<file path="src/rtl/rob_gen.sv">
// Reorder buffer: in-order allocate, out-of-order writeback, in-order retire,
// with precise-exception squash and external flush.
module rob_gen #(
  parameter int  DEPTH      = 16,
  parameter int  DISPATCH_W = 2,
  parameter int  RETIRE_W   = 2,
  parameter int  WB_PORTS   = 4,
  parameter int  DATA_W     = 32,
  localparam int TAG_W      = $clog2(DEPTH)
) (
  input  logic                         clk,
  input  logic                         resetn,
  input  logic [DISPATCH_W-1:0]        disp_valid,
  input  logic [DISPATCH_W*5-1:0]      disp_dst,
  input  logic [DISPATCH_W*32-1:0]     disp_pc,
  output logic                         disp_ready,
  output logic [DISPATCH_W*TAG_W-1:0]  disp_tag,
  input  logic [WB_PORTS-1:0]          wb_valid,
  input  logic [WB_PORTS*TAG_W-1:0]    wb_tag,
  input  logic [WB_PORTS*DATA_W-1:0]   wb_data,
  input  logic [WB_PORTS-1:0]          wb_exc,
  output logic [RETIRE_W-1:0]          ret_valid,
  output logic [RETIRE_W*5-1:0]        ret_dst,
  output logic [RETIRE_W*DATA_W-1:0]   ret_data,
  output logic                         exc_valid,
  output logic [31:0]                  exc_pc,
  input  logic                         flush,
  output logic [TAG_W:0]               count
);
  localparam int PTR_W = TAG_W + 1;

  logic [PTR_W-1:0]  head_q, head_d, tail_q, tail_d;
  logic [DEPTH-1:0]  vld_q, vld_d, cmp_q, cmp_d, exc_q, exc_d;
  logic [4:0]        dst_q  [DEPTH];
  logic [4:0]        dst_d  [DEPTH];
  logic [31:0]       pc_q   [DEPTH];
  logic [31:0]       pc_d   [DEPTH];
  logic [DATA_W-1:0] data_q [DEPTH];
  logic [DATA_W-1:0] data_d [DEPTH];

  logic [PTR_W:0]    free_slots;
  logic [PTR_W-1:0]  n_alloc, n_ret;
  logic [TAG_W-1:0]  lane_tag [DISPATCH_W];
  logic              squash, disp_fire;

  // Pointer difference modulo 2*DEPTH gives 0..DEPTH, so full and empty stay distinct.
  assign count      = tail_q - head_q;
  assign free_slots = (PTR_W+1)'(DEPTH) - {1'b0, count};
  assign disp_ready = free_slots >= (PTR_W+1)'(DISPATCH_W);
  assign squash     = flush | exc_valid;
  assign disp_fire  = disp_ready & ~squash;

  always_comb begin
    logic [TAG_W-1:0] t;
    t        = tail_q[TAG_W-1:0];
    n_alloc  = '0;
    disp_tag = '0;
    for (int i = 0; i < DISPATCH_W; i++) begin
      lane_tag[i] = t;
      if (resetn) disp_tag[i*TAG_W +: TAG_W] = t;
      if (disp_valid[i]) begin
        t       = t + 1'b1;
        n_alloc = n_alloc + 1'b1;
      end
    end
  end

  // Retire window walks from head and stops at the first entry not ready to leave.
  always_comb begin
    logic             stop;
    logic [TAG_W-1:0] idx;
    stop      = flush;
    n_ret     = '0;
    ret_valid = '0;
    ret_dst   = '0;
    ret_data  = '0;
    exc_valid = 1'b0;
    exc_pc    = '0;
    for (int i = 0; i < RETIRE_W; i++) begin
      idx = head_q[TAG_W-1:0] + TAG_W'(i);
      if (!stop) begin
        if (vld_q[idx] && cmp_q[idx] && !exc_q[idx]) begin
          ret_valid[i]                 = 1'b1;
          ret_dst[i*5 +: 5]            = dst_q[idx];
          ret_data[i*DATA_W +: DATA_W] = data_q[idx];
          n_ret                        = n_ret + 1'b1;
        end else begin
          if (vld_q[idx] && cmp_q[idx]) begin
            exc_valid = 1'b1;
            exc_pc    = pc_q[idx];
          end
          stop = 1'b1;
        end
      end
    end
  end

  always_comb begin
    logic [TAG_W-1:0] idx;
    head_d = head_q + n_ret;
    tail_d = tail_q;
    vld_d  = vld_q;
    cmp_d  = cmp_q;
    exc_d  = exc_q;
    dst_d  = dst_q;
    pc_d   = pc_q;
    data_d = data_q;

    for (int i = 0; i < RETIRE_W; i++) begin
      idx = head_q[TAG_W-1:0] + TAG_W'(i);
      if (ret_valid[i]) vld_d[idx] = 1'b0;
    end

    // Ascending port order lets the highest port win on a tag collision.
    for (int p = 0; p < WB_PORTS; p++) begin
      idx = wb_tag[p*TAG_W +: TAG_W];
      if (wb_valid[p] && vld_q[idx]) begin
        cmp_d[idx]  = 1'b1;
        exc_d[idx]  = wb_exc[p];
        data_d[idx] = wb_data[p*DATA_W +: DATA_W];
      end
    end

    if (disp_fire) begin
      for (int i = 0; i < DISPATCH_W; i++) begin
        if (disp_valid[i]) begin
          vld_d[lane_tag[i]] = 1'b1;
          cmp_d[lane_tag[i]] = 1'b0;
          exc_d[lane_tag[i]] = 1'b0;
          dst_d[lane_tag[i]] = disp_dst[i*5 +: 5];
          pc_d[lane_tag[i]]  = disp_pc[i*32 +: 32];
        end
      end
      tail_d = tail_q + n_alloc;
    end

    if (squash) begin
      vld_d  = '0;
      cmp_d  = '0;
      exc_d  = '0;
      head_d = tail_q;
      tail_d = tail_q;
    end
  end

  always_ff @(posedge clk or negedge resetn) begin
    if (!resetn) begin
      head_q <= '0;
      tail_q <= '0;
      vld_q  <= '0;
      cmp_q  <= '0;
      exc_q  <= '0;
    end else begin
      head_q <= head_d;
      tail_q <= tail_d;
      vld_q  <= vld_d;
      cmp_q  <= cmp_d;
      exc_q  <= exc_d;
    end
  end

  // Payload is qualified by the valid bits, so it needs no reset.
  always_ff @(posedge clk) begin
    dst_q  <= dst_d;
    pc_q   <= pc_d;
    data_q <= data_d;
  end

endmodule

</file>
<file path="config.mk">
export PLATFORM = sky130hd
export DESIGN_NAME = rob_gen
export DESIGN_NICKNAME = d
export VERILOG_FILES = /design/src/rtl/rob_gen.sv
export SDC_FILE = /design/constraint.sdc
export NUM_CORES = 2
export LEC_CHECK = 0
export ABC_AREA = 1
export CAP_MARGIN = 0
export CORE_ASPECT_RATIO = 1.25
export CORE_MARGIN = 3
export CORE_UTILIZATION = 35
export CTS_CLUSTER_DIAMETER = 30
export CTS_CLUSTER_SIZE = 28
export DETAILED_ROUTE_END_ITERATION = 6
export PLACE_DENSITY = 0.53
export REMOVE_ABC_BUFFERS = 1
export SYNTH_ARGS = -nofsm -noshare
export SYNTH_HDL_FRONTEND = slang
export SYNTH_SLANG_ARGS = --single-unit
</file>
<file path="constraint.sdc">
create_clock -name clk -period 28.4 [get_ports clk]
set_input_delay 5.68 -clock clk [delete_from_list [all_inputs] [get_ports clk]]
set_output_delay 5.68 -clock clk [all_outputs]
set_load 0.01 [all_outputs]
</file>
# Yosys cells after proc, flatten, opt, wreduce, memory -nomap -nowiden
# Index checks and enable logic that the tools add are counted.
dict set report op_classes {
  add_sub_neg 8
  bitwise 27
  reduce_logical 25
  n_mux 153
  order_cmp 31
}
# op count
set op_table {}
lappend op_table {{$mux W512} 7}
lappend op_table {{$bwmux W512} 6}
lappend op_table {{$demux W32 S4} 6}
lappend op_table {{$mux W32} 24}
lappend op_table {{$bmux W32 S4} 4}
lappend op_table {{$mux W16} 25}
lappend op_table {{$mux W80} 3}
lappend op_table {{$bwmux W80} 2}
lappend op_table {{$and A16 B16 Y16} 6}
lappend op_table {{$or A16 B16 Y16} 6}
lappend op_table {{$mux W5} 14}
lappend op_table {{$bwmux W16} 4}
lappend op_table {{$not A16 Y16} 4}
lappend op_table {{$bmux W1 S4} 10}
lappend op_table {{$bmux W5 S4} 2}
lappend op_table {{$demux W5 S4} 2}
lappend op_table {{$ge A5 B5 Y1 const B} 8}
lappend op_table {{$lt A4 B5 Y1 const B} 8}
lappend op_table {{$not A4 Y5} 8}
lappend op_table {{$mux W1} 33}
lappend op_table {{$demux W1 S4} 8}
lappend op_table {{$ge A4 B1 Y1 const B} 8}
lappend op_table {{$lt A5 B1 Y1 const B} 6}
lappend op_table {{$logic_and A1 B1 Y1} 22}
lappend op_table {{12 further kinds} 18}
dict set report totals {
  register_bits 1162
  input_bits 231
  output_inout_bits 123
  elab_cells 297
}

# Longest topological paths before layout
dict set report depth {
  depth_word 19
  mapped_depth 25
  depth_no_buf 20
}

# Worst setup path before layout
# No wires, ideal clock.
dict set report synth_path {
  path_kind {input-to-reg}
  from {in flush}
  to {reg dst_q[0] (netlist bit), enable pin}
  path_stages 6
  required_ns 27.463
  setup_time_ns 0.937
  n_path_buf 0
  t_arrival_ns 17.569
  path_slack_ns 9.894
  cell_sequence {inv_1 nand2_1 nor2_2 nand2_2 nand4_1 inv_1}
}
dict set report synth_via {
  elab_chain_cells 7
  elab_cells_between_ends 8
  cone_classes {mux: 5; bitwise: 3}
}
# item line_no
set synth_rtl {}
lappend synth_rtl {{from (decl)} 27} ;# input logic flush,
lappend synth_rtl {{$mux W1} 81} ;# if (!stop) begin
lappend synth_rtl {{$mux W1} 88} ;# if (vld_q[idx] && cmp_q[idx]) begin
lappend synth_rtl {{$mux W1} 82} ;# if (vld_q[idx] && cmp_q[idx] && !exc_q[idx]) begin
lappend synth_rtl {{$mux W1} 81}
lappend synth_rtl {{$or A1 B1 Y1 *} 50} ;# assign squash = flush | exc_valid;
lappend synth_rtl {{$not A1 Y1 (no source line) *} --}
lappend synth_rtl {{$and A1 B1 Y1 *} 51} ;# assign disp_fire = disp_ready & ~squash;
lappend synth_rtl {{to (signal assigned)} 164} ;# dst_q <= dst_d;
lappend synth_rtl {{to (decl)} 34} ;# logic [4:0] dst_q [DEPTH];
# Mark *: on every way between the ends. The rest lies on a longest branch, timed or not.
# A chain may end at the register's enable or synchronous reset.

# Worst setup path after layout
dict set report layout_path {
  from {in flush}
  to {out ret_dst[5]}
}
dict set report layout_via {
  elab_chain_cells 2
}
# item line_no
set layout_rtl {}
lappend layout_rtl {{$mux W1} 81}
lappend layout_rtl {{$mux W5} 81}
lappend layout_rtl {{to (decl)} 23} ;# output logic [RETIRE_W*5-1:0] ret_dst,
# Every way passes these cells.

==> run metrics <==
ys flop type edfxtp_1; FP Rows between 200 and 250; I/O Pins between 300 and 400; #FFs+latches synth between 1000 and 1500; # resized after CTS 0; Power Total between 0.01 and 0.015 W; Period minus WS final between 15 and 20 ns; Hold Crit Depth 4; Hold Crit Start data_q[396]; die height approximately 570 um; clock sinks approximately 1200; total number of vias ~110k; FF-to-FF End pc_q[11]; VDD IR max approximately 0.14 mV; Initial Utilization a little over a third; Worst Hold End data_q[396]; RSZ-0062 raised after global routing false; dpl hpwl ~280000 um; final worst-path cycle share between 50% and 60%; Worst Setup Start Kind input port; Fmax 66.47 MHz; CP peak stage delay between 0.9 and 1 ns; Clock Pin Slew Worst Setup and Hold Paths 0.04 ns; Final Skew just under 0.05 ns; CP max-delay cell a211oi_1; CTS H-tree depth 5; TritonCTS Buffers about 390; DR vias/cell approximately 6.1; status finished, violations left; DRC 1; pin count of the biggest net entering global routing 250; setup TNS 0 ns; r2r worst-path depth 20; Post-synth ARST share approximately 5%; R2R Setup Slk 18.48 ns; synth warn 0; Final setup violation count 0; post-route ant nets 0; Final #Nets between 10000 and 15000; Avg Cell Area, Syn between 6 and 7 um2; drt first pass iters 7; sequential area share after synthesis around a third; synth unique cells 48; CP required 22.72 ns; CTS tree yes; Die ar. ~0.26 mm2; critical path class in2out; worst-margin pin slew around 1.3 ns; Worst Hold Class reg2reg; number of synthesized flops with an enable pin just under 600; DRT Wirelength 496400 um; crit-path max FO 19; number of global-route vias before repair 95142; leading cell types in the layout, fill and taps excluded nand2_1 (3126), o21ai_0 (2573), a21oi_1 (1317), nor2_1 (1205), inv_1 (1038); Most common cell on crit path clkdlybuf4s50_1; most common cell after layout, fill and taps aside nand2_1; CP cell instances clkdlybuf4s50_1 > inv_1 > nand2_1 > inv_2 > nand2_4 > nor2_8 > clkinv_2 > a211oi_1 > clkdlybuf4s50_1; first-pass GRT wire length around 700000 um; Layout area overhead 19.43%; PortBufs between 300 and 400; failing checks DRC; routability cong. approximately 0.94; final-report hold violation count 0; core area roughly 0.25 mm2; layout cells sized above 1 under 10%; initial antenna violation count between 50 and 60; Synth Instances between 10000 and 15000; max-cap check violation count 0; R2R Path Start head_q[0]; relative slew slack a little over an eighth; Slew Viols, Final 0; Mapped Area roughly 0.09 mm2; Post-CTS Setup Bufs 0; grt total ovfl 0; crit end category output port; pwr/cell area between 100 and 150 mW/mm2; Chip Width approximately 460 um; GRT Total Usage 36.47%; cts hold-fix bufs 0; Arrival @ worst endpoint roughly 9.4 ns; P_leak about 43 nW; Longest Clk Path Bufs 4; later-pin clock latency in the skew report between 0.8 and 0.9 ns; Root Buffer clkbuf_16; Avg WL per Cell 28.67 um; drt first-iter violations ~15000
[routing by layer]
| layer | track usage [%] | share of wire [%] |
|---|---|---|
| met3 | 9.039 | 12 |
| met1 | 43.43 | 36 |
| met5 | 0 | 0.025 |
| met4 | 28.17 | 8.6 |
| met2 | 56.43 | 44 |
[report_power, final]
group / total (W) / internal, W / switching [W] / leakage [nW]
clock network: 0.00428 / 0.00296 / 0.00132 / 6.35
logic: 0.00599 / 0.00178 / 0.00421 / 26.0
registers: 0.00338 / 0.00288 / 0.000498 / 10.8
total: 0.0137 / 0.00763 / 0.00603 / 43.2
[cell type report]
class | count | area (um2)
Clock inverter | 196 | 2198
Antenna cell | 52 | 130.1
Timing Repair Buffer | 578 | 5305
Multi-Input combinational cell | 10384 | 49370
Clock buffer | 509 | 10740
Inverter | 1119 | 4252
Fill cell | 26355 | 144700
Sequential cell | 1162 | 29490
Tap cell | 3312 | 4144
[cells by family (layout without fill, tap and decap cells)]
| group | count (synthesis) | count (layout) | synth area share [%] |
|---|---|---|---|
| AOI/OAI and AO/OA | 5032 | 5032 | 30.53 |
| xor gates and xnor gates | 11 | 11 | 0.1089 |
| adders and majority gates | 22 | 22 | 0.3367 |
| buffers and inverters | 2462 | 2402 | 11.30 |
| DFF | 1162 | 1162 | 33.33 |
| other | 0 | 52 | 0 |
| and+or+nand+nor | 5319 | 5319 | 24.40 |
[synthesized netlist by cell type (4+ instances only)]
cell / count / area (um2)
nand4_1: 57 / 356.6
o22ai_1: 275 / 1720
a22o_1: 29 / 254.0
a221oi_1: 28 / 245.2
nor2_2: 11 / 68.82
buf_6: 18 / 202.7
nand3_4: 9 / 157.7
a211oi_1: 56 / 420.4
buf_1: 131 / 491.7
nand3b_1: 11 / 82.58
nor2_1: 1232 / 4624
ha_1: 19 / 237.7
clkbuf_1: 787 / 2954
nor3_1: 464 / 2322
inv_2: 59 / 221.5
nand3_2: 20 / 200.2
buf_4: 36 / 270.3
nor2_4: 4 / 45.04
dfrtp_1: 58 / 1451
edfxtp_1: 592 / 17780
a31oi_1: 11 / 68.82
inv_1: 1057 / 3968
o21ai_0: 2573 / 12880
o211ai_1: 398 / 2988
nand2_2: 27 / 168.9
xor2_1: 8 / 70.07
a21oi_1: 1317 / 6591
buf_2: 368 / 1842
nand2_1: 3151 / 11830
o21ai_1: 304 / 1521
nand3_1: 314 / 1572
and3_1: 4 / 25.02
dfxtp_1: 512 / 10250
a22oi_1: 35 / 262.8
or2_2: 9 / 56.30
[critical path, delay by kind of cell]
kind / cells / cell delay [ns]
simple gates: 3 / 0.68
buf+inv: 5 / 2.02
compound gates: 1 / 0.94
[per-stage QoR]
stage                     instance area (um2)  utilization [%]  cells  setup WS [ns]  hold WS, ns
after floorplan                         82650                -  12665         -57.04       0.5050
after global placement                  92560            36.97  16555          13.44       0.5521
after detailed placement                92560            36.97  16555          13.45       0.5532
after CTS                              105500            42.14  17260          13.42       0.5625
after global routing                   105500            42.15  17271          13.33       0.5798
final                                  105600            42.19  17312          13.36       0.5669
[state kept, by name, summed over array words and instances, names as in the netlist]
signal / count
tail_q: 5
data_q: 512
exc_q: 16
head_q: 5
dst_q: 80
pc_q: 512
cmp_q: 16
vld_q: 16
[how the worst max path moves through the flow]
| stage | endpoint | slack, ns | cells after the start | startpoint |
|---|---|---|---|---|
| after floorplan | dst_q[0] | -57.04 | 14 | head_q[0] |
| after global placement | ret_dst[8] | 13.44 | 9 | flush |
| after detailed placement | ret_dst[8] | 13.45 | 9 | flush |
| after CTS | ret_dst[8] | 13.42 | 9 | flush |
| after global routing | ret_dst[8] | 13.33 | 9 | flush |
| final | ret_dst[5] | 13.36 | 9 | flush |
(Power assumes the default switching activity.)
